===== src/rtl/omsp_spm_key_writer_pkg.sv =====
// Shared types and widths for the SPM key-word write sequencer.
package omsp_spm_key_writer_pkg;

  localparam int unsigned KwDataW  = 16;
  localparam int unsigned KwTimerW = 16;

  typedef enum logic {
    StIdle = 1'b0,
    StFill = 1'b1
  } kw_state_e;

endpackage


===== src/rtl/omsp_spm_key_writer.sv =====
// Streams a freshly derived SM key into the SPM control block one 16-bit word at a time,
// reporting done after the last word, or error on abort / source stall timeout.
module omsp_spm_key_writer
  import omsp_spm_key_writer_pkg::*;
#(
  parameter int unsigned KEY_WORDS    = 4,
  parameter int unsigned KEY_IDX_SIZE = 2,
  parameter int unsigned TIMEOUT      = 255
) (
  input  logic                    mclk,
  input  logic                    puc_rst_n,
  input  logic                    start,
  input  logic                    abort,
  input  logic [KwDataW-1:0]      kw_data,
  input  logic                    kw_valid,
  output logic                    kw_ready,
  output logic                    write_key,
  output logic [KwDataW-1:0]      key_in,
  output logic [KEY_IDX_SIZE-1:0] key_idx,
  output logic                    busy,
  output logic                    done,
  output logic                    error
);

  localparam int unsigned CntW = KEY_IDX_SIZE + 1;
  localparam logic [CntW-1:0]     LastWord    = CntW'(KEY_WORDS - 1);
  localparam logic [KwTimerW-1:0] TimeoutLast = KwTimerW'(TIMEOUT - 1);

  kw_state_e             state_q, state_d;
  logic [CntW-1:0]       cnt_q, cnt_d;
  logic [KwTimerW-1:0]   timer_q, timer_d;
  logic                  write_key_q, write_key_d;
  logic [KwDataW-1:0]    key_in_q, key_in_d;
  logic [KEY_IDX_SIZE-1:0] key_idx_q, key_idx_d;
  logic                  done_q, done_d;
  logic                  error_q, error_d;
  logic                  accept;

  // State register
  always_ff @(posedge mclk or negedge puc_rst_n) begin
    if (!puc_rst_n) begin
      state_q <= StIdle;
    end else begin
      state_q <= state_d;
    end
  end

  // Next-state and registered-output logic
  always_comb begin
    state_d     = state_q;
    cnt_d       = cnt_q;
    timer_d     = timer_q;
    write_key_d = 1'b0;
    key_in_d    = key_in_q;
    key_idx_d   = key_idx_q;
    done_d      = 1'b0;
    error_d     = 1'b0;
    case (state_q)
      StIdle: begin
        // abort in IDLE is silently ignored, and also vetoes a simultaneous start
        if (start && !abort) begin
          state_d = StFill;
          cnt_d   = '0;
          timer_d = '0;
        end
      end
      StFill: begin
        if (abort) begin
          state_d = StIdle;
          error_d = 1'b1;
          cnt_d   = '0;
          timer_d = '0;
        end else if (accept) begin
          write_key_d = 1'b1;
          key_in_d    = kw_data;
          key_idx_d   = cnt_q[KEY_IDX_SIZE-1:0];
          timer_d     = '0;
          cnt_d       = cnt_q + 1'b1;
          if (cnt_q == LastWord) begin
            state_d = StIdle;
            done_d  = 1'b1;
          end
        end else if (timer_q == TimeoutLast) begin
          // Partial key already written stays in the SPM; the FSM treats error as fatal
          state_d = StIdle;
          error_d = 1'b1;
          cnt_d   = '0;
          timer_d = '0;
        end else begin
          timer_d = timer_q + 1'b1;
        end
      end
      default: state_d = StIdle;
    endcase
  end

  // Combinational outputs
  always_comb begin
    kw_ready = (state_q == StFill) && !abort;
    busy     = (state_q == StFill);
    accept   = kw_valid && kw_ready;
  end

  always_ff @(posedge mclk or negedge puc_rst_n) begin
    if (!puc_rst_n) begin
      cnt_q       <= '0;
      timer_q     <= '0;
      write_key_q <= 1'b0;
      key_in_q    <= '0;
      key_idx_q   <= '0;
      done_q      <= 1'b0;
      error_q     <= 1'b0;
    end else begin
      cnt_q       <= cnt_d;
      timer_q     <= timer_d;
      write_key_q <= write_key_d;
      key_in_q    <= key_in_d;
      key_idx_q   <= key_idx_d;
      done_q      <= done_d;
      error_q     <= error_d;
    end
  end

  assign write_key = write_key_q;
  assign key_in    = key_in_q;
  assign key_idx   = key_idx_q;
  assign done      = done_q;
  assign error     = error_q;

endmodule


===== config.mk =====
export PLATFORM = sky130hd
export DESIGN_NAME = omsp_spm_key_writer
export DESIGN_NICKNAME = d
export VERILOG_FILES = /design/src/rtl/omsp_spm_key_writer_pkg.sv /design/src/rtl/omsp_spm_key_writer.sv
export SDC_FILE = /design/constraint.sdc
export NUM_CORES = 1
export LEC_CHECK = 0
export CAP_MARGIN = 20
export CORE_MARGIN = 2
export CORE_UTILIZATION = 52
export CTS_CLUSTER_SIZE = 30
export DETAILED_ROUTE_END_ITERATION = 7
export PLACE_DENSITY_LB_ADDON = 0.2
export SLEW_MARGIN = 40
export SYNTH_ARGS = -nofsm -noshare
export SYNTH_HDL_FRONTEND = slang
export SYNTH_SLANG_ARGS = --single-unit

===== constraint.sdc =====
create_clock -name mclk -period 3.1 [get_ports mclk]
set_input_delay 0.62 -clock mclk [delete_from_list [all_inputs] [get_ports mclk]]
set_output_delay 0.62 -clock mclk [all_outputs]
set_load 0.05 [all_outputs]

==> results of run 1 <==
==> logic make-up after synthesis <==
family                     share of synthesized area
and+or+nand+nor                                0.255
adders and majority gates                     0.0272
buffers and inverters                         0.0286
DFF                                            0.558
AOI/OAI and AO/OA                              0.108
xor gates and xnor gates                      0.0238
==> layout by cell type, fill, tap and decap left out, drive strengths merged <==
master,count
and2b,2
dfrtp,41
xor2,5
or3,3
o31ai,4
nand2b,2
o2111ai,1
inv,6
o2bb2ai,1
o211ai,4
nor2b,1
nor4,1
o22ai,2
nand4,3
a31oi,1
nor3,1
clkdlybuf4s50,41
nand2,62
buf,3
nand3,3
ha,4
and4,2
clkinv,1
or4,4
nand3b,1
and3,3
clkbuf,7
nor2,9
o21a,1
and4b,1
o21ai,9
a21oi,9
==> power breakdown <==
group          switching, W  internal (W)  total [W]
Clock              0.000168      0.000132   0.000300
Combinational      0.000360      0.000175   0.000535
Sequential        0.0000510      0.000612   0.000663
==> layer usage <==
| layer | vias to the layer above | track usage |
|---|---|---|
| met4 | 0 | 0.0870 |
| met1 | 726 | 0.249 |
| li1 | 744 | - |
| met3 | 8 | 0.0821 |
| met2 | 42 | 0.339 |
| met5 | - | 0 |
==> state kept, by name, indices dropped and copies added, names as in the netlist <==
name       cells
busy           1
cnt_q          3
done           1
error          1
key_idx        2
key_in        16
timer_q       16
write_key      1
==> per-stage QoR <==
step / cells / hold slack (ns)
after floorplan: 193 / 0.324
after CTS: 284 / 0.234
after detailed placement: 276 / 0.468
after global placement: 276 / 0.456
final: 284 / 0.227
after global routing: 284 / 0.252
==> cell type report <==
type                       instances  area [um^2]
clock buffer                       7         65.1
clock inverter                     1         5.00
fill                             285          995
inverter                           6         22.5
multi-input combinational        139          759
sequential                        41         1030
tap                               46         57.6
timing repair buffer              44          433
==> worst max path at each step <==
stage	slack, ns	cells after the start	endpoint
after detailed placement	0.53	5	cnt_q[2]$_DFFE_PN0P_
after floorplan	1.03	7	cnt_q[0]$_DFFE_PN0P_
after CTS	0.70	1	busy
final	0.70	1	busy
after global placement	0.63	5	cnt_q[2]$_DFFE_PN0P_
after global routing	0.63	1	busy
==> impl_metrics.py, run 1 <==
metrics = {
    "global_routing": {
        "grt_start_max_net_pins": 42,
        "grt_pass1_wl_mm": 6.64,
        "antenna_found_initial": 0,
        "grt_overflow_total": 0,
        "grt_usage": 0.210,
        "grt_pass1_vias": 1553,
    },
    "floorplan": {
        "initial_utilization": 0.547,
        "die_area_um2": 4030,
        "num_rows": 21,
        "die-width_um": 63.5,
        "coreArea_um2": 3360,
        "die_h_um": 63.5,
        "io_pins": 44,
    },
    "detailed_routing": {
        "drc": 0,
        "firstDrtPassIters": 4,
        "top_layer_used": "met4",
        "vias_per_cell": 5.35,
        "via_count": 1520,
        "wl_met1_mm": 1.67,
        "drtIter0Drc": 57,
        "drt_wl_total_mm": 3.87,
        "detail-route-antenna-nets": 0,
        "avgRoutedWirePerCell_um": 13.6,
        "dr_wl_met3_um": 296,
        "wl_met2_mm": 1.82,
    },
    "logic_synthesis": {
        "yosys_warnings": 0,
        "synth_edf_count": 0,
        "synth_area_leaders": "dfrtp_1, nand2_1, ha_1, xor2_1, a21oi_1",
        "synth_seq_cells": 41,
        "synthDistinctLibCells": 37,
        "avgSynthCellArea_um2": 9.52,
        "synthTopCellsByCount": "nand2_1, dfrtp_1, nor2_1, a21oi_1, o21ai_0",
        "syn_area_um2": 1840,
        "synth-main-ff-cell": "dfrtp_1",
        "yosysTopAreaCell": "dfrtp_1",
        "async_flop_share": 1.00,
        "syn_nets": 218,
        "ys_seq_area_frac": 0.558,
        "syn_inst": 193,
        "yosysTopAreaCellShare": 0.558,
        "synth.most_common_cell": "nand2_1",
    },
    "critical_path": {
        "startpoint": "busy$_DFF_PN0_",
        "path_max_fanout": 11,
        "critical_path_arrival_ns": 1.78,
        "startpoint_type": "flop",
        "crit_required_ns": 2.48,
        "endpoint_kind": "output pin",
        "slowest_delay_ns": 0.87,
        "path_class": "flop to output pin",
        "reg2reg_setup_slack_ns": 1.07,
        "ff2ff_path_depth": 6,
        "cpLargestDelayFamily": "buffers and inverters",
        "rr_startpoint": "timer_q[0]$_DFFE_PN0P_",
        "cp_slowest_cell": "clkdlybuf4s50_1",
        "path_buf_inv": 1,
        "r2r_end": "cnt_q[2]$_DFFE_PN0P_",
        "path_cells": "clkdlybuf4s50_1",
    },
    "place": {
        "globalplace.congestion": 0.832,
        "hpwl_mm": 2.77,
        "portBuffers": 43,
        "placed_area_um2": 2300,
        "place_ws_ns": 0.526,
    },
    "clocking": {
        "cts_buffers": 5,
        "cts_tree": "yes",
        "hold_buffers": 0,
        "clk_latency_ns": 0.35,
        "postCtsSetupBuffers": 0,
        "cts.clk_slew.worst_paths_ns": 0.11,
        "cts.htree.levels": 2,
        "clkSinkCount": 41,
        "clock_path_buffers": 2,
        "cts_resized": 0,
        "clockRootBuffer": "clkbuf_4",
    },
    "timing": {
        "drv_slew": 0,
        "rsz0062_at_grt": "no",
        "setup_viol": 0,
        "finalWorstSetupSlack_ns": 0.701,
        "max_slew_margin": 0.556,
        "fin_crit_ns": 2.40,
        "fin_setup_tns_ns": 0,
        "max_freq_mhz": 417,
        "worst_slew_pin_slew_ns": 0.666,
        "fin_crit_sh": 0.774,
        "fin_skew_ns": 0.00740,
        "finalHoldViolCount": 0,
    },
    "hold_path": {
        "hp-class": "input port to async pin",
    },
    "pwr": {
        "vdd_drop_max_mv": 0.544,
        "leakagePower_nw": 1.09,
        "p_total_w": 0.00150,
        "power.density_nw_per_um2": 632,
    },
    "final_layout": {
        "final_area_um2": 2370,
        "layout-drive-gt1-share": 0.0672,
        "area_delta_synth_final_pct": 28.9,
        "finalNetCount": 262,
        "num_antenna_cells": 0,
        "post-route-util": 0.704,
    },
    "run": {
        "drv_cap": 0,
    },
    "run_status": {
        "status": "complete, no violations",
    },
}
Power figures use the tool's default switching activity.
==> run 2, diff against run 1 <==
Settings changed: CORE_UTILIZATION 52 to 44.
Clock period 3.1 ns to 2 ns, I/O delays scaled along.
==> run 2 against run 1 <==
  * Die area rose by 17%
  * First-iteration DRC count rose by 12%
  * Sequential share of layout area fell by 1.8 points
  * Cell count rose by 4.2%
  * Hold slack got worse by 0.11 ns
  * Cell area rose by 4.3%
  * Clock power rose by 79%
  * Critical path depth did not move
==> impl_metrics.py, run 2 (synthesis results as in run 1) <==
metrics = {
    "pwr": {
        "leakagePower_nw": 1.14,
        "power.density_nw_per_um2": 974,
        "p_total_w": 0.00240,
        "vdd_drop_max_mv": 0.640,
    },
    "place": {
        "hpwl_mm": 2.77,
        "globalplace.congestion": 0.777,
        "portBuffers": 43,
        "place_ws_ns": -0.0364,
    },
    "critical_path": {
        "critical_path_arrival_ns": 1.47,
        "rr_startpoint": "timer_q[0]$_DFFE_PN0P_",
        "path_cells": "clkdlybuf4s50_1",
        "cpLargestDelayFamily": "buffers and inverters",
        "slowest_delay_ns": 0.81,
        "startpoint": "key_in[11]$_DFFE_PN0P_",
        "crit_required_ns": 1.60,
        "path_buf_inv": 1,
        "cp_slowest_cell": "clkdlybuf4s50_1",
        "path_max_fanout": 2,
        "startpoint_type": "flop",
        "endpoint_kind": "output pin",
        "path_class": "flop to output pin",
    },
    "final_layout": {
        "num_antenna_cells": 0,
        "layout_common_cells": "nand2_1, dfrtp_1, clkdlybuf4s50_1",
        "layout-drive-gt1-share": 0.106,
        "post-route-util": 0.617,
        "finalNetCount": 271,
        "area_delta_synth_final_pct": 34.4,
        "mostFrequentLayoutCell": "nand2_1",
    },
    "timing": {
        "worst_slew_pin_slew_ns": 0.613,
        "drv_slew": 0,
        "fin_crit_ns": 1.87,
        "finalWorstSetupSlack_ns": 0.135,
        "max_freq_mhz": 536,
        "finalHoldViolCount": 0,
        "fin_skew_ns": 0.00740,
        "fin_crit_sh": 0.933,
        "setup_viol": 0,
        "rsz0062_at_grt": "no",
        "max_slew_margin": 0.591,
        "holdWs_ns": 0.114,
    },
    "floorplan": {
        "coreArea_um2": 4000,
        "die_area_um2": 4710,
        "initial_utilization": 0.459,
        "die_h_um": 68.6,
        "num_rows": 23,
        "die-width_um": 68.6,
        "io_pins": 44,
    },
    "detailed_routing": {
        "avgRoutedWirePerCell_um": 12.8,
        "drtIter0Drc": 64,
        "firstDrtPassIters": 4,
        "detail-route-antenna-nets": 0,
        "drt_wl_total_mm": 3.78,
        "vias_per_cell": 5.09,
        "via_count": 1508,
        "drc": 0,
    },
    "clocking": {
        "cts_tree": "yes",
        "postCtsSetupBuffers": 0,
        "clkSinkCount": 41,
        "cts_buffers": 5,
        "clock_path_buffers": 2,
        "cts.clk_slew.worst_paths_ns": 0.07,
        "hold_buffers": 0,
        "clockRootBuffer": "clkbuf_8",
        "cts.htree.levels": 2,
        "clk_latency_ns": 0.29,
        "cts_resized": 0,
    },
    "global_routing": {
        "antenna_found_initial": 0,
        "grt_overflow_total": 0,
        "grt_usage": 0.190,
        "grt_pass1_wl_mm": 6.49,
        "grt_start_max_net_pins": 30,
        "grt_pass1_vias": 1492,
    },
    "hold_path": {
        "hp-class": "input port to async pin",
    },
    "run_status": {
        "status": "complete, no violations",
    },
    "run": {
        "drv_cap": 0,
    },
}
run 2: changes by cell type in the layout (fill, tap and decap cells not counted), sizes merged:
cell,before,now
clkdlybuf4s50,41,40
clkinv,1,0
clkinvlp,0,1
buf,3,13
clkbuf,7,6
run 2: per-stage QoR:
stage,instance area [um^2],TNS (ns),instances
after floorplan,1840,0,193
after global placement,2380,0,289
after detailed placement,2380,-0.0620,289
after CTS,2470,0,296
after global routing,2470,0,296
final,2470,0,296
run 2: final cells by class:
| type | instances | area [um^2] |
|---|---|---|
| timing repair buffer | 53 | 508 |
| inverter | 6 | 22.5 |
| clock buffer | 6 | 82.6 |
| tap | 50 | 62.6 |
| sequential | 41 | 1030 |
| multi-input combinational | 139 | 761 |
| fill | 343 | 1530 |
| clock inverter | 1 | 7.51 |
run 2: path summary, 6_finish.rpt:
path | cells after the start | endpoint | slack [ns]
max in group asynchronous | 2 | timer_q[10]$_DFFE_PN0P_ | 1.33
min in group mclk | 2 | key_in[0]$_DFFE_PN0P_ | 0.48
setup / recovery | 1 | key_in[11] | 0.13
setup reg to reg | 7 | cnt_q[2]$_DFFE_PN0P_ | 0.30
hold reg to reg | 2 | key_in[0]$_DFFE_PN0P_ | 0.48
hold / removal | 1 | key_in[0]$_DFFE_PN0P_ | 0.11
run 2: metal layers:
layer  part of all wire  track usage  vias up
li1                   -            -      759
met1               0.45        0.225      712
met2               0.47        0.317       31
met3              0.064       0.0666        6
met4              0.014       0.0675        0
met5                  0            0        -
run 2: report_power, final:
group | total, W | switching, W | internal [W]
logic | 0.000838 | 0.000553 | 0.000285
clock network | 0.000536 | 0.000264 | 0.000272
registers | 0.00103 | 0.0000801 | 0.000950
